--- config.mk ---
export PLATFORM = sky130hd
export DESIGN_NAME = instruction_fetch_stage_flat
export DESIGN_NICKNAME = d
export VERILOG_FILES = /design/src/rtl/instruction_fetch_stage_if.sv /design/src/rtl/instruction_fetch_stage.sv /design/src/flat_wrapper.sv
export SDC_FILE = /design/constraint.sdc
export NUM_CORES = 1
export LEC_CHECK = 0
export CAP_MARGIN = 20
export CORE_MARGIN = 2
export CORE_UTILIZATION = 57
export DETAILED_ROUTE_END_ITERATION = 7
export GPL_ROUTABILITY_DRIVEN = 0
export PLACE_DENSITY = 0.95
export REMOVE_ABC_BUFFERS = 1
export SLEW_MARGIN = 20
export SYNTH_ARGS = -nofsm -noshare
export SYNTH_HDL_FRONTEND = slang
export SYNTH_SLANG_ARGS = --single-unit
--- constraint.sdc ---
create_clock -name clk -period 4.1 [get_ports clk]
set_clock_uncertainty 0.15 [all_clocks]
set_input_delay 0.82 -clock clk [delete_from_list [all_inputs] [get_ports clk]]
set_output_delay 0.82 -clock clk [all_outputs]
set_load 0.05 [all_outputs]
--- src/rtl/instruction_fetch_stage_if.sv ---
// Shared types and the instruction-memory handshake bundle for the fetch stage.
package instruction_fetch_stage_pkg;
    localparam int unsigned XLEN = 32;

    typedef logic [XLEN-1:0] instruction_t;
endpackage

// Instruction-memory read port: the fetch stage is the master.
interface instruction_fetch_stage_if;
    import instruction_fetch_stage_pkg::*;

    logic              imem_req;
    logic [XLEN-1:0]   imem_addr;
    logic              imem_ready;
    instruction_t      imem_rdata;

    modport master (
        output imem_req,
        output imem_addr,
        input  imem_ready,
        input  imem_rdata
    );

    modport slave (
        input  imem_req,
        input  imem_addr,
        output imem_ready,
        output imem_rdata
    );
endinterface

--- src/rtl/instruction_fetch_stage.sv ---
// Instruction fetch stage: sequential PC fetch with stall buffering and
// branch redirect/squash that never breaks the memory handshake.
module instruction_fetch_stage
    import instruction_fetch_stage_pkg::*;
#(
    parameter logic [XLEN-1:0] RESET_PC  = 32'h0000_0000,
    parameter instruction_t    NOP_INSTR = 32'h0000_0013
) (
    input  logic                      clk,
    input  logic                      rst,
    input  logic                      stall,
    input  logic                      branch_taken,
    input  logic [XLEN-1:0]           branch_target,
    instruction_fetch_stage_if.master imem,
    output instruction_t              instruction,
    output logic [XLEN-1:0]           pc,
    output logic                      valid
);

    localparam logic [XLEN-1:0] PC_STEP    = XLEN'(4);
    localparam logic [XLEN-1:0] ALIGN_MASK = ~XLEN'(3);

    typedef enum logic [1:0] {
        ST_REQ    = 2'd0,
        ST_HOLD   = 2'd1,
        ST_SQUASH = 2'd2
    } state_e;

    state_e            state_q, state_d;
    logic [XLEN-1:0]   fetch_pc_q, fetch_pc_d;
    logic [XLEN-1:0]   squash_tgt_q, squash_tgt_d;
    instruction_t      hold_instr_q, hold_instr_d;
    logic [XLEN-1:0]   hold_pc_q, hold_pc_d;
    logic              req_q, req_d;
    instruction_t      instr_q, instr_d;
    logic [XLEN-1:0]   pc_q, pc_d;
    logic              valid_q, valid_d;

    logic              fire;
    logic              pending;
    logic [XLEN-1:0]   target;

    // A word is accepted only while our own request is visible on the bus;
    // this also ignores a late ready right after reset.
    assign fire    = req_q && imem.imem_ready;
    assign pending = req_q && !imem.imem_ready;
    assign target  = branch_target & ALIGN_MASK;

    assign imem.imem_req  = req_q;
    assign imem.imem_addr = fetch_pc_q;
    assign instruction    = instr_q;
    assign pc             = pc_q;
    assign valid          = valid_q;

    // State register.
    always_ff @(posedge clk or negedge rst) begin
        if (!rst) begin
            state_q <= ST_REQ;
        end else begin
            state_q <= state_d;
        end
    end

    // Next-state logic.
    always_comb begin
        state_d = state_q;
        case (state_q)
            ST_REQ: begin
                if (branch_taken) begin
                    state_d = pending ? ST_SQUASH : ST_REQ;
                end else if (fire && stall) begin
                    state_d = ST_HOLD;
                end
            end
            ST_HOLD: begin
                if (branch_taken || !stall) begin
                    state_d = ST_REQ;
                end
            end
            ST_SQUASH: begin
                if (imem.imem_ready) begin
                    state_d = ST_REQ;
                end
            end
            default: state_d = ST_REQ;
        endcase
    end

    // Datapath and output next values per state.
    always_comb begin
        fetch_pc_d   = fetch_pc_q;
        squash_tgt_d = squash_tgt_q;
        hold_instr_d = hold_instr_q;
        hold_pc_d    = hold_pc_q;
        instr_d      = instr_q;
        pc_d         = pc_q;
        valid_d      = valid_q;
        req_d        = (state_d != ST_HOLD);

        case (state_q)
            ST_REQ: begin
                if (branch_taken) begin
                    valid_d = 1'b0;
                    instr_d = NOP_INSTR;
                    if (pending) begin
                        squash_tgt_d = target;
                    end else begin
                        fetch_pc_d = target;
                    end
                end else if (fire) begin
                    fetch_pc_d = XLEN'(fetch_pc_q + PC_STEP);
                    if (stall) begin
                        hold_instr_d = imem.imem_rdata;
                        hold_pc_d    = fetch_pc_q;
                    end else begin
                        instr_d = imem.imem_rdata;
                        pc_d    = fetch_pc_q;
                        valid_d = 1'b1;
                    end
                end else if (!stall) begin
                    valid_d = 1'b0;
                    instr_d = NOP_INSTR;
                end
            end
            ST_HOLD: begin
                if (branch_taken) begin
                    valid_d      = 1'b0;
                    instr_d      = NOP_INSTR;
                    fetch_pc_d   = target;
                    hold_instr_d = NOP_INSTR;
                    hold_pc_d    = '0;
                end else if (!stall) begin
                    instr_d      = hold_instr_q;
                    pc_d         = hold_pc_q;
                    valid_d      = 1'b1;
                    hold_instr_d = NOP_INSTR;
                    hold_pc_d    = '0;
                end
            end
            ST_SQUASH: begin
                // Address stays on the bus until the discarded word returns.
                valid_d = 1'b0;
                instr_d = NOP_INSTR;
                if (branch_taken) begin
                    squash_tgt_d = target;
                end
                if (imem.imem_ready) begin
                    fetch_pc_d = branch_taken ? target : squash_tgt_q;
                end
            end
            default: begin
                valid_d = 1'b0;
                instr_d = NOP_INSTR;
            end
        endcase
    end

    // Datapath and registered outputs.
    always_ff @(posedge clk or negedge rst) begin
        if (!rst) begin
            fetch_pc_q   <= RESET_PC;
            squash_tgt_q <= RESET_PC;
            hold_instr_q <= NOP_INSTR;
            hold_pc_q    <= '0;
            req_q        <= 1'b0;
            instr_q      <= NOP_INSTR;
            pc_q         <= '0;
            valid_q      <= 1'b0;
        end else begin
            fetch_pc_q   <= fetch_pc_d;
            squash_tgt_q <= squash_tgt_d;
            hold_instr_q <= hold_instr_d;
            hold_pc_q    <= hold_pc_d;
            req_q        <= req_d;
            instr_q      <= instr_d;
            pc_q         <= pc_d;
            valid_q      <= valid_d;
        end
    end

endmodule

--- src/flat_wrapper.sv ---
// flat-port wrapper written by rule: the top's interface ports become plain ports
module instruction_fetch_stage_flat import instruction_fetch_stage_pkg::*;
#(
    parameter logic [XLEN-1:0] RESET_PC  = 32'h0000_0000,
    parameter instruction_t    NOP_INSTR = 32'h0000_0013
)
  (clk, rst, stall, branch_taken, branch_target, instruction, pc, valid, imem_imem_req, imem_imem_addr, imem_imem_ready, imem_imem_rdata);
  instruction_fetch_stage_if imem_i ();
  input  logic clk;
  input  logic rst;
  input  logic stall;
  input  logic branch_taken;
  input  logic [XLEN-1:0] branch_target;
  output instruction_t instruction;
  output logic [XLEN-1:0] pc;
  output logic valid;
  output wire logic [$bits(imem_i.imem_req)-1:0] imem_imem_req;
  output wire logic [$bits(imem_i.imem_addr)-1:0] imem_imem_addr;
  input wire logic [$bits(imem_i.imem_ready)-1:0] imem_imem_ready;
  input wire logic [$bits(imem_i.imem_rdata)-1:0] imem_imem_rdata;
  assign imem_imem_req = imem_i.imem_req;
  assign imem_imem_addr = imem_i.imem_addr;
  assign imem_i.imem_ready = imem_imem_ready;
  assign imem_i.imem_rdata = imem_imem_rdata;
  instruction_fetch_stage #(.RESET_PC(RESET_PC), .NOP_INSTR(NOP_INSTR)) u_core (.clk(clk), .rst(rst), .stall(stall), .branch_taken(branch_taken), .branch_target(branch_target), .imem(imem_i), .instruction(instruction), .pc(pc), .valid(valid));
endmodule
==> flow_metrics.env <==
export IMPL_status="completed"
export IMPL_ys_ff_latch=196
export IMPL_rsz0062_at_grt="no"
export IMPL_io_buffers=164
export IMPL_num_vias=8419
export IMPL_tightest_slew_ps=988
export IMPL_clockBufferDepth=2
export IMPL_leakagePower_nw=5.01
export IMPL_fin_nets=1159
export IMPL_drtAntennaViolNets=0
export IMPL_critPathMaxFanout=18
export IMPL_ys_seq_area_frac=0.516
export IMPL_wl_per_cell_um=20.0
export IMPL_routed_wl_mm=26.4
export IMPL_fin_ws_ps=881
export IMPL_drc=0
export IMPL_power_frac_clock=0.184
export IMPL_cts_tree="built"
export IMPL_die_y_um=133
export IMPL_die_width_um=133
export IMPL_fmax_mhz=311
export IMPL_num_rows=47
export IMPL_slowest_delay_ps=800
export IMPL_crit_arrival_ps=3420
export IMPL_pre_cts_slack_ps=903
export IMPL_first_pass_iters=5
export IMPL_placed_cells=1286
export IMPL_period_share=0.785
export IMPL_syn_area_um2=9510
export IMPL_maxSlewHeadroom=0.341
export IMPL_synthDistinctLibCells=70
export IMPL_synth_warnings=0
export IMPL_post_dp_hpwl_mm=17.3
export IMPL_grt_pass1_vias=8295
export IMPL_grt_max_degree=89
export IMPL_path_delay_family="simple AND/OR/NAND/NOR gates"
export IMPL_clock_latency_ps=440
export IMPL_p_per_area_nw_per_um2=731
export IMPL_drt_iter0_markers=849
export IMPL_cp_num_buf_inv=1
export IMPL_cts_hold_buffers=0
export IMPL_hold_path_class="primary input to async pin"
export IMPL_worstSetupStartpointType="register"
export IMPL_cap_violations=0
export IMPL_cp_end_kind="register"
export IMPL_fin_cells=1318
export IMPL_power_share_sequential=0.391
export IMPL_antenna_cells=0
export IMPL_slowest_stage="and2_1"
export IMPL_crit_chain="inv_1, ha_1, nor2b_1, and2_1, a22oi_1, o31a_1, o22ai_1"
export IMPL_ctsHtreeMaxLevel=4
export IMPL_cp_required_ps=4310
export IMPL_antenna_found_initial=0
export IMPL_hold_viol=0
export IMPL_dpl_instance_area_um2=11300
export IMPL_whs_ps=272
export IMPL_post_cts_resize_count=0
export IMPL_internal_power_mw=4.88
export IMPL_path_clk_slew_ps=70
export IMPL_finish_utilization=0.720
export IMPL_syn_inst=959
export IMPL_p_sw_frac=0.438
export IMPL_total_power_mw=8.67
export IMPL_avgSynthCellArea_um2=9.92
export IMPL_coreArea_um2=16500
export IMPL_ir_drop_uv=568
export IMPL_floorplan_initialDensity=0.578
export IMPL_cts_setup_buffers=0
export IMPL_layout_drive_gt1_share=0.0947
export IMPL_fin_crit_ps=3220
export IMPL_p_sw_mw=3.80
export IMPL_clock_sinks=196
export IMPL_report_final_setup_viol=0
export IMPL_via_per_inst=6.39
export IMPL_pwr_share_comb=0.425
export IMPL_cts_buffers=17
export IMPL_synth_edf_count=0
export IMPL_setup_tns_ps=0
export IMPL_grt_pass1_wl_mm=43.0
export IMPL_area_growth_pct=24.7
export IMPL_crit_type="register to register"
export IMPL_final_max_slew_viol_count=0
export IMPL_cts_root_buffer="clkbuf_16"
export IMPL_yosys_most_used_dff="dfrtp_1"
export IMPL_track_usage=0.305
export IMPL_synthArstFlopShare=1.00
export IMPL_boundaryPins=167
export IMPL_dieArea_um2=17700
export IMPL_stdcell_area_um2=11900
export IMPL_gr_total_overflow=0
[power by group through the flow]
stage	clock network, mW	registers, mW	logic (mW)
after floorplan	0	4.31	1.34
after global placement	0	3.33	3.55
after detailed placement	0	3.39	3.65
after CTS	1.61	3.36	3.68
after global routing	1.70	3.48	3.93
final	1.60	3.39	3.69
[sequential cells by signal, summed over array words and instances (netlist names)]
signal and flops:
u_core.pc 32, u_core.hold_instr_q 32, u_core.imem.imem_req 1, u_core.valid 1, u_core.instruction 32, u_core.imem.imem_addr 32
u_core.state_q 2, u_core.squash_tgt_q 32, u_core.hold_pc_q 32
[placed cells by master, fill, tap and decap left out, types with 12 or more instances in the layout]
| master | synthesis | final |
|---|---|---|
| a22o_1 | 41 | 41 |
| clkdlybuf4s50_1 | 0 | 162 |
| mux2i_1 | 39 | 39 |
| inv_1 | 16 | 16 |
| mux2_2 | 27 | 27 |
| clkbuf_16 | 0 | 17 |
| nor3_1 | 14 | 14 |
| a31oi_1 | 13 | 12 |
| buf_4 | 1 | 19 |
| nor2_1 | 26 | 23 |
| a21oi_1 | 28 | 28 |
| o21ai_0 | 63 | 62 |
| nand2_1 | 164 | 164 |
| dfrtp_1 | 190 | 190 |
| a22oi_1 | 39 | 39 |
| nand3_1 | 39 | 39 |
| o21ai_1 | 38 | 39 |
[cell type report]
type                            count  area [um2]
Sequential cell                   196        4910
Timing Repair Buffer              185        1820
Inverter                           18        67.6
Tap cell                          220         275
Clock inverter                     14         130
Fill cell                        1144        4610
Clock buffer                       18         429
Multi-Input combinational cell    667        4220
[per-layer routing]
layer | global-route usage | part of all wire | vias to the layer above
li1 | - | - | 3762
met5 | 0 | 0 | -
met1 | 0.403 | 0.39 | 4074
met3 | 0.0654 | 0.098 | 80
met4 | 0.129 | 0.032 | 0
met2 | 0.492 | 0.48 | 503
[cells by family (layout without fill, tap and decap cells)]
logic type / after synthesis / in the layout / synth area share
buffers and inverters: 96 / 235 / 0.0437
adder cells (fa/ha/maj): 5 / 5 / 0.00658
multiplexers: 67 / 67 / 0.0742
flip-flops: 196 / 196 / 0.516
AO/OA/AOI/OAI: 299 / 299 / 0.213
AND/OR/NAND/NOR: 293 / 293 / 0.144
XOR/XNOR: 3 / 3 / 0.00276
[final timing paths]
kind | start | endpoint | slack (ps) | cells past startpoint
worst min register to register | u_core.hold_pc_q[26]$_DFFE_PN0P_ | u_core.hold_pc_q[26]$_DFFE_PN0P_ | 320 | 2
min in group clk | u_core.hold_pc_q[26]$_DFFE_PN0P_ | u_core.hold_pc_q[26]$_DFFE_PN0P_ | 320 | 2
worst max register to register | u_core.state_q[0]$_DFF_PN0_ | u_core.imem.imem_addr[31]$_DFFE_PN0P_ | 880 | 7
worst min-delay path | rst | u_core.instruction[20]$_DFFE_PN0P_ | 270 | 1
max in group asynchronous | rst | u_core.instruction[17]$_DFFE_PN0P_ | 2650 | 2
worst max-delay path | u_core.state_q[0]$_DFF_PN0_ | u_core.imem.imem_addr[31]$_DFFE_PN0P_ | 880 | 7
[synthesized netlist by cell type (3+ instances only)]
library cell  count  share of area
clkbuf_1         35          0.014
mux2_2           27          0.032
a21boi_0          4         0.0032
buf_2            34          0.018
a41oi_1           3         0.0028
o211ai_1          6         0.0047
nor2_1           26          0.010
inv_1            16         0.0063
o21a_1            3         0.0024
a21oi_1          28          0.015
and4_1            5         0.0046
o31a_1            6         0.0055
o21ai_1          38          0.020
nand4_1           5         0.0033
a21o_1            4         0.0032
a22oi_1          39          0.031
o31ai_1           6         0.0047
a31oi_1          13         0.0085
a22o_1           41          0.038
dfstp_2           6          0.017
a221oi_1          8         0.0074
buf_1             6         0.0024
ha_1              5         0.0066
and2_1            8         0.0053
nand2_1         164          0.065
nor3_1           14         0.0074
dfrtp_1         190           0.50
and3_1            7         0.0046
o21ai_0          63          0.033
a222oi_1          5         0.0053
mux2i_1          39          0.041
nor4_1            7         0.0046
nand2b_1          4         0.0026
o22ai_1           8         0.0053
o22a_1            6         0.0055
nand3_1          39          0.021
Note: power is estimated with default switching activity, not from simulation.
